===== src/rtl/cmp_sequencer.sv =====
// Multi-cycle set-less-than controller: subtracts A-B one SLICE per cycle, LSB first,
// then registers N/V/C/Z and the signed/unsigned less-than result. Optional abort port: CMP_ABORT_EN.
module cmp_sequencer #(
    parameter int WIDTH = 32,
    parameter int SLICE = 8
) (
    input  logic             clk,
    input  logic             reset_n,
    input  logic             start,
`ifdef CMP_ABORT_EN
    input  logic             abort,
`endif
    output logic             in_ready,
    input  logic [WIDTH-1:0] a,
    input  logic [WIDTH-1:0] b,
    input  logic             is_signed,
    output logic             res_valid,
    input  logic             res_ready,
    output logic             comparison,
    output logic             flag_n,
    output logic             flag_v,
    output logic             flag_c,
    output logic             flag_z,
    output logic             busy
);

    localparam int NSLICE = WIDTH / SLICE;
    localparam int CW     = (NSLICE > 1) ? $clog2(NSLICE) : 1;

    typedef enum logic [1:0] {IDLE, SUB, DONE} state_t;

    state_t           state, state_nxt;
    logic [WIDTH-1:0] a_sh, b_sh;
    logic             sgn, carry, zacc;
    logic [CW-1:0]    cnt;
    logic [SLICE:0]   sum;
    logic             cin_msb, last, accept, kill;
    logic             n_new, v_new, c_new, z_new;

    // Operands shift right each cycle, so the active slice is always the low SLICE bits.
    always_comb begin
        sum     = {1'b0, a_sh[SLICE-1:0]} + {1'b0, ~b_sh[SLICE-1:0]} + {{SLICE{1'b0}}, carry};
        // Carry into the slice MSB recovered from the MSB sum bit and its two addends.
        cin_msb = sum[SLICE-1] ^ a_sh[SLICE-1] ^ ~b_sh[SLICE-1];
        c_new   = sum[SLICE];
        n_new   = sum[SLICE-1];
        v_new   = cin_msb ^ sum[SLICE];
        z_new   = zacc & (sum[SLICE-1:0] == '0);
        last    = (cnt == CW'(NSLICE - 1));
        accept  = start & (state == IDLE);
    end

`ifdef CMP_ABORT_EN
    assign kill = abort & (state != IDLE);
`else
    assign kill = 1'b0;
`endif

    always_ff @(posedge clk or negedge reset_n) begin
        if (!reset_n) state <= IDLE;
        else          state <= state_nxt;
    end

    always_comb begin
        state_nxt = state;
        case (state)
            IDLE:    if (start)     state_nxt = SUB;
            SUB:     if (last)      state_nxt = DONE;
            DONE:    if (res_ready) state_nxt = IDLE;
            default:                state_nxt = IDLE;
        endcase
        if (kill) state_nxt = IDLE;
    end

    always_ff @(posedge clk or negedge reset_n) begin
        if (!reset_n) begin
            a_sh       <= '0;
            b_sh       <= '0;
            sgn        <= 1'b0;
            carry      <= 1'b0;
            zacc       <= 1'b0;
            cnt        <= '0;
            comparison <= 1'b0;
            flag_n     <= 1'b0;
            flag_v     <= 1'b0;
            flag_c     <= 1'b0;
            flag_z     <= 1'b0;
        end else if (kill) begin
            comparison <= 1'b0;
            flag_n     <= 1'b0;
            flag_v     <= 1'b0;
            flag_c     <= 1'b0;
            flag_z     <= 1'b0;
        end else if (accept) begin
            a_sh  <= a;
            b_sh  <= b;
            sgn   <= is_signed;
            carry <= 1'b1;
            zacc  <= 1'b1;
            cnt   <= '0;
        end else if (state == SUB) begin
            a_sh  <= a_sh >> SLICE;
            b_sh  <= b_sh >> SLICE;
            carry <= c_new;
            zacc  <= z_new;
            cnt   <= cnt + 1'b1;
            if (last) begin
                flag_c     <= c_new;
                flag_v     <= v_new;
                flag_n     <= n_new;
                flag_z     <= z_new;
                comparison <= sgn ? (n_new ^ v_new) : ~c_new;
            end
        end
    end

    assign in_ready  = (state == IDLE);
    assign res_valid = (state == DONE);
    assign busy      = (state == SUB) || (state == DONE);

endmodule


===== config.mk =====
export PLATFORM = sky130hd
export DESIGN_NAME = cmp_sequencer
export DESIGN_NICKNAME = d
export VERILOG_FILES = /design/src/rtl/cmp_sequencer.sv
export SDC_FILE = /design/constraint.sdc
export NUM_CORES = 1
export LEC_CHECK = 0
export BUFFER_PORTS_ARGS = -buffer_cell sky130_fd_sc_hd__buf_2
export CAP_MARGIN = 10
export CORE_MARGIN = 5
export CORE_UTILIZATION = 55
export DETAILED_ROUTE_END_ITERATION = 8
export GPL_ROUTABILITY_DRIVEN = 0
export PLACE_DENSITY_LB_ADDON = 0.05
export REMOVE_ABC_BUFFERS = 1
export SYNTH_ARGS = -nofsm -noshare
export SYNTH_HDL_FRONTEND = slang
export SYNTH_SLANG_ARGS = --single-unit
export TNS_END_PERCENT = 20

===== constraint.sdc =====
create_clock -name clk -period 3 [get_ports clk]
set_input_delay 0.75 -clock clk [delete_from_list [all_inputs] [get_ports clk]]
set_output_delay 0.75 -clock clk [all_outputs]
set_load 0.05 [all_outputs]

==> results.cfg, run 1 <==
[status]
outcome = finished clean

[yosys]
synthArstFlopShare_pct = 100
synth_seq_cells = 76
synthCells = 390
ys_top_cells_by_area = dfrtp_1 (50%), mux2i_1 (13%), nand2_1 (9.5%)
synth_common_cells = nand2_1 (96), dfrtp_1 (76), o21ai_0 (71), mux2i_1 (50), inv_1 (16)
netlist-cell-type-count = 33
yosys_warnings = 0
yosys.area.top_type = dfrtp_1
netlist_area_mm2 = 0.00378
synth_edf_count = 0
yosysMostFrequentCell = nand2_1
yosysTopAreaCellShare_pct = 50.4
ys.flop_type = dfrtp_1
syn_area_per_cell_um2 = 9.68
yosysSeqAreaShare_pct = 50.4

[grt]
grt_util_met1_pct = 23.3
grt_overflow_total = 0
grt_pass1_vias = 2802
use_met2_pct = 30.7
grt_util_met3_pct = 4.71
grt.busiest_layer = met2
antenna_found_initial = 0
grt_pass1_wl_um = 12600
grt_usage_pct = 18.4
grt_max_degree = 77

[clock_network]
cts_hold_buf = 0
cts_buffers = 9
ctsLongestPathBuffers = 2
tritoncts = done
clkLatencyLatePin_ps = 350
htree_levels = 3
clock-root-buffer = clkbuf_8
postCtsSetupRepairBufs = 0
cts.clk_slew.worst_paths_ps = 70
cts_resized = 0
clock_sinks = 76

[run]
drv_cap = 0

[sta]
layout_setup_ws_ps = 471
slew_viol_final = 0
fin_hold_ws_ps = 479
max_freq_mhz = 395
finalCritPeriodShare_pct = 84.3
setup_tns_ps = 0
hold_viol_final = 0
worst_pin_slew_ps = 942
rsz0062_at_grt = no
setup_violations = 0
skew_ps = 11.6
period_needed_ps = 2530
relSlewSlack_pct = 37.2

[floorplan]
die_h_um = 92.9
dieWidth_um = 92.9
io_pins = 77
start_util_pct = 55.9
rows = 30
die-area_mm2 = 0.00862
coreArea_mm2 = 0.00676

[route]
drtPass1Iterations = 5
antenna_left = 0
wire_per_inst_um = 13.5
drtIter0Drc = 112
drc = 0
wl_um = 7360
num_vias = 2822
avgViaCountPerCell = 5.18

[critical_path]
worstPathMaxFanout = 2
end_kind = flip-flop
r2r_start = a_sh[0]
critPathRequiredTime_ps = 3250
crit_type = flip-flop to flip-flop
cp-startpoint = a_sh[0]
cp.arrival_ps = 2780
worst_setup_path_start_kind = flip-flop

[layout]
area_growth_pct = 18.2
drive_gt1_share_pct = 22.6
nets = 542
n_antenna_cell = 0
layout.cells.non_filler = 545

[placement]
place_inst = 529
numPortBuffers = 76
dpl.hpwl_um = 5040
place_ws_ps = 499

[hold_path]
hold_class = flip-flop to flip-flop
worstHoldStart = flag_n

[power]
clkPwrFrac_pct = 16.9
p_int_uw = 3080
netSwitchingFraction_pct = 40.7
p_leak_uw = 0.00210
power_density_mw_per_mm2 = 1160
combPwrFrac_pct = 49.0
peakVddDrop_mv = 0.518
pwr-share-seq_pct = 34.1
total_power_uw = 5190
power_switching_uw = 2110
[routing by layer]
layer	up-vias	wire length [um]
met3	6	355
met2	54	3470
met5	-	0
met1	1312	3450
met4	0	86
li1	1450	-
[path summary, 6_finish.rpt]
| path | to | slack (ps) | cells past startpoint |
|---|---|---|---|
| max | flag_z | 470 | 9 |
| min | flag_n | 480 | 2 |
| max reg2reg | flag_z | 470 | 9 |
| min reg2reg | flag_n | 480 | 2 |
| max in group asynchronous | a_sh[4] | 1850 | 1 |
| min in group asynchronous | a_sh[31] | 540 | 1 |
[registers in the layout, summed over array words and instances, names as in the netlist]
signal and count:
a_sh 32, comparison 1, zacc 1, flag_c 1, flag_n 1, sgn 1
cnt 2, state 2, flag_z 1, flag_v 1, b_sh 32, carry 1
[power by group through the flow]
| stage | clock (uW) | combinational, uW | sequential, uW |
|---|---|---|---|
| after floorplan | 0 | 2020 | 1790 |
| after global placement | 0 | 2490 | 1780 |
| after detailed placement | 0 | 2560 | 1790 |
| after CTS | 900 | 2580 | 1770 |
| after global routing | 948 | 2850 | 1840 |
| final | 879 | 2540 | 1770 |
[critical path, stage by stage, from the launching register on]
cell	delay, ps
dfrtp_1	350
inv_1	60
fa_1	460
fa_1	420
nand2b_2	220
a21oi_1	160
mux2i_1	90
a311oi_1	270
o2111ai_1	180
o31ai_1	220
[stage by stage]
step / cell area [um2] / utilization [%]
after floorplan: 3690 / -
after global placement: 4230 / 62.7
after detailed placement: 4230 / 62.7
after CTS: 4460 / 66.0
after global routing: 4460 / 66.0
final: 4460 / 66.0
[cell families (layout without fill, tap and decap cells)]
logic type      count (synthesis)  in the layout  share of synthesized area [%]
compound gates                 91             91                           13.7
flops                          76             76                           50.4
fa+ha+maj                      13             13                           4.71
xor+xnor                        8              8                           2.05
buf+inv                        39            114                           4.08
mux                            50             50                           13.3
simple gates                  113            113                           11.9
[cell usage in the layout, fill, tap and decap left out, drive strengths merged]
master	n
a311oi	1
nor4	1
fa	2
dfrtp	76
a21o	1
nand3	2
bufinv	2
and2	1
ha	11
nor3	1
clkbuf	13
o2111ai	1
mux2i	50
a211oi	1
nand2	96
clkinv	2
xor2	3
xnor2	5
o41ai	1
o31ai	2
buf	81
nor2	9
nand2b	3
a21oi	8
o21ai	74
inv	16
a41oi	1
o22ai	1
[area by class of cell]
class,instances,area (um2)
Fill cell,586,2290
Sequential cell,76,1900
Multi-Input combinational cell,275,1740
Timing Repair Buffer,81,433
Clock buffer,13,159
Tap cell,80,100
Clock inverter,3,68.8
Inverter,17,63.8
No activity file was read; power rests on OpenSTA's default activity.
==> run 2, diff against run 1 <==
- clock period: 3 -> 2.39 ns (I/O delays scaled with it)
==> run 2 against run 1 <==
The flow now finishes with violations (setup timing). Sequential power is 26% higher. Via count increased by 3.0%. Total power up 30%. Critical path type unchanged. Critical endpoint unchanged. Largest power group unchanged.
==> results.cfg, run 2 (same netlist as run 1, synthesis figures left out) <==
[power]
pwr-share-seq_pct = 33.1
power_switching_uw = 2750
peakVddDrop_mv = 0.688
p_int_uw = 3980
p_leak_uw = 0.00215
power_density_mw_per_mm2 = 1480
combPwrFrac_pct = 51.0
netSwitchingFraction_pct = 40.9
clkPwrFrac_pct = 15.9
total_power_uw = 6730

[grt]
grt_pass1_wl_um = 12900
grt_pass1_vias = 2838
grt_overflow_total = 0
grt_max_degree = 77
antenna_found_initial = 0
grt_usage_pct = 18.8

[placement]
dpl.hpwl_um = 5310
place_inst = 534
placed_area_mm2 = 0.00430
place_ws_ps = -146
numPortBuffers = 76

[status]
outcome = finished with violations
violations = setup timing

[critical_path]
worst_setup_path_start_kind = flip-flop
rr_worst_depth = 9
cp_slowest_stage_delay_ps = 410
end_kind = flip-flop
crit_type = flip-flop to flip-flop
crit_buf_inv = 1
path_delay_family = compound AO/OA/AOI/OAI gates
crit_top_cell = fa_2
r2r_end = flag_z
r2r_start = a_sh[0]
cp.arrival_ps = 2660
path_cells = inv_2 -> fa_2 -> fa_2 -> nand2b_4 -> a21oi_4 -> mux2i_1 -> a311oi_1 -> o2111ai_1 -> o31ai_1
worstPathMaxFanout = 2
crit_slowest_cell = fa_2
critPathRequiredTime_ps = 2630
r2r_slack_ps = -30

[clock_network]
clock-root-buffer = clkbuf_8
clock_sinks = 76
tritoncts = done
cts_buffers = 9
cts.clk_slew.worst_paths_ps = 80
clkLatencyLatePin_ps = 340
htree_levels = 3
cts_hold_buf = 0
ctsLongestPathBuffers = 2

[layout]
multi_input_area_mm2 = 0.00176
final_common_cell = nand2_1
drive_gt1_share_pct = 24.7
area_growth_pct = 20.7
regArea_mm2 = 0.00190
design_area_mm2 = 0.00456
n_antenna_cell = 0
mostFrequentLayoutCells = nand2_1 (96), dfrtp_1 (76), buf_2 (75), o21ai_0 (71), mux2i_1 (50)
largest_registers = a_sh x32, b_sh x32
nets = 550
n_fill_cell = 583
layout.cells.non_filler = 553

[sta]
finalCritPeriodShare_pct = 101
layout_setup_ws_ps = -32.3
relSlewSlack_pct = 66.6
slew_viol_final = 0
setup_violations = 2
skew_ps = 9.86
worst_pin_slew_ps = 501
rsz0062_at_grt = yes
period_needed_ps = 2420
max_freq_mhz = 413
hold_viol_final = 0
fin_hold_ws_ps = 264

[floorplan]
io_pins = 77
coreArea_mm2 = 0.00676
die_h_um = 92.9
start_util_pct = 55.9
rows = 30
die-area_mm2 = 0.00862
dieWidth_um = 92.9

[hold_path]
hold_class = input port to async pin

[route]
drtPass1Iterations = 4
drtIter0Drc = 129
antenna_left = 0
drc = 0
avgViaCountPerCell = 5.26
wire_per_inst_um = 13.7
num_vias = 2908
wl_um = 7580

[run]
drv_cap = 0
## run 2: timing repair
item,4_1_cts,5_1_grt
gates resized for setup,3,3
buffers inserted,1,2
pin swaps,5,5
setup endpoints to repair,4,5
## run 2: worst max-delay path by stage
stage                        start  endpoint  slack, ps  cells after the start
after floorplan           state[1]  state[1]      -1610                      7
after global placement     a_sh[0]      zacc        -10                      9
after global routing       a_sh[0]    flag_z       -150                      9
after detailed placement   a_sh[0]      zacc       -150                      9
after CTS                    carry    flag_z         10                      9
final                      a_sh[0]    flag_z        -30                      9
## run 2: worst reg2reg max path: cells and delay by family (launching register included)
family / cells / cell delay (ps)
flops: 1 / 360
buf+inv: 1 / 50
compound gates: 4 / 850
mux: 1 / 90
fa+ha+maj: 2 / 810
simple gates: 1 / 160
## run 2: per-layer routing
layer	part of all wire [%]	track usage [%]
met1	47	24.4
met2	46	30.5
met3	4.3	3.66
met4	2.2	8.18
met5	0	0
## run 2: area by class of cell
| cell class | count | share of cell area, % |
|---|---|---|
| sequential | 76 | 41.7 |
| timing repair buffer | 89 | 11.4 |
| inverter | 17 | 1.40 |
| clock inverter | 4 | 1.59 |
| tap | 80 | 2.20 |
| multi-input combinational | 275 | 38.5 |
| clock buffer | 12 | 3.18 |
## run 2: power by group through the flow
stage / sequential (uW) / combinational, uW / clock, uW
after floorplan: 2250 / 2530 / 0
after global placement: 2230 / 3210 / 0
after detailed placement: 2260 / 3310 / 0
after CTS: 2230 / 3360 / 1100
after global routing: 2310 / 3850 / 1150
final: 2230 / 3440 / 1070
## run 2: metrics by stage
| step | setup TNS, ps | utilization (%) |
|---|---|---|
| 2_1_floorplan | -87200 | - |
| 3_3_place_gp | -15.3 | 63.6 |
| 3_5_place_dp | -330 | 63.6 |
| 4_1_cts | 0 | 67.1 |
| 5_1_grt | -377 | 67.5 |
| 6_report | -51.8 | 67.5 |
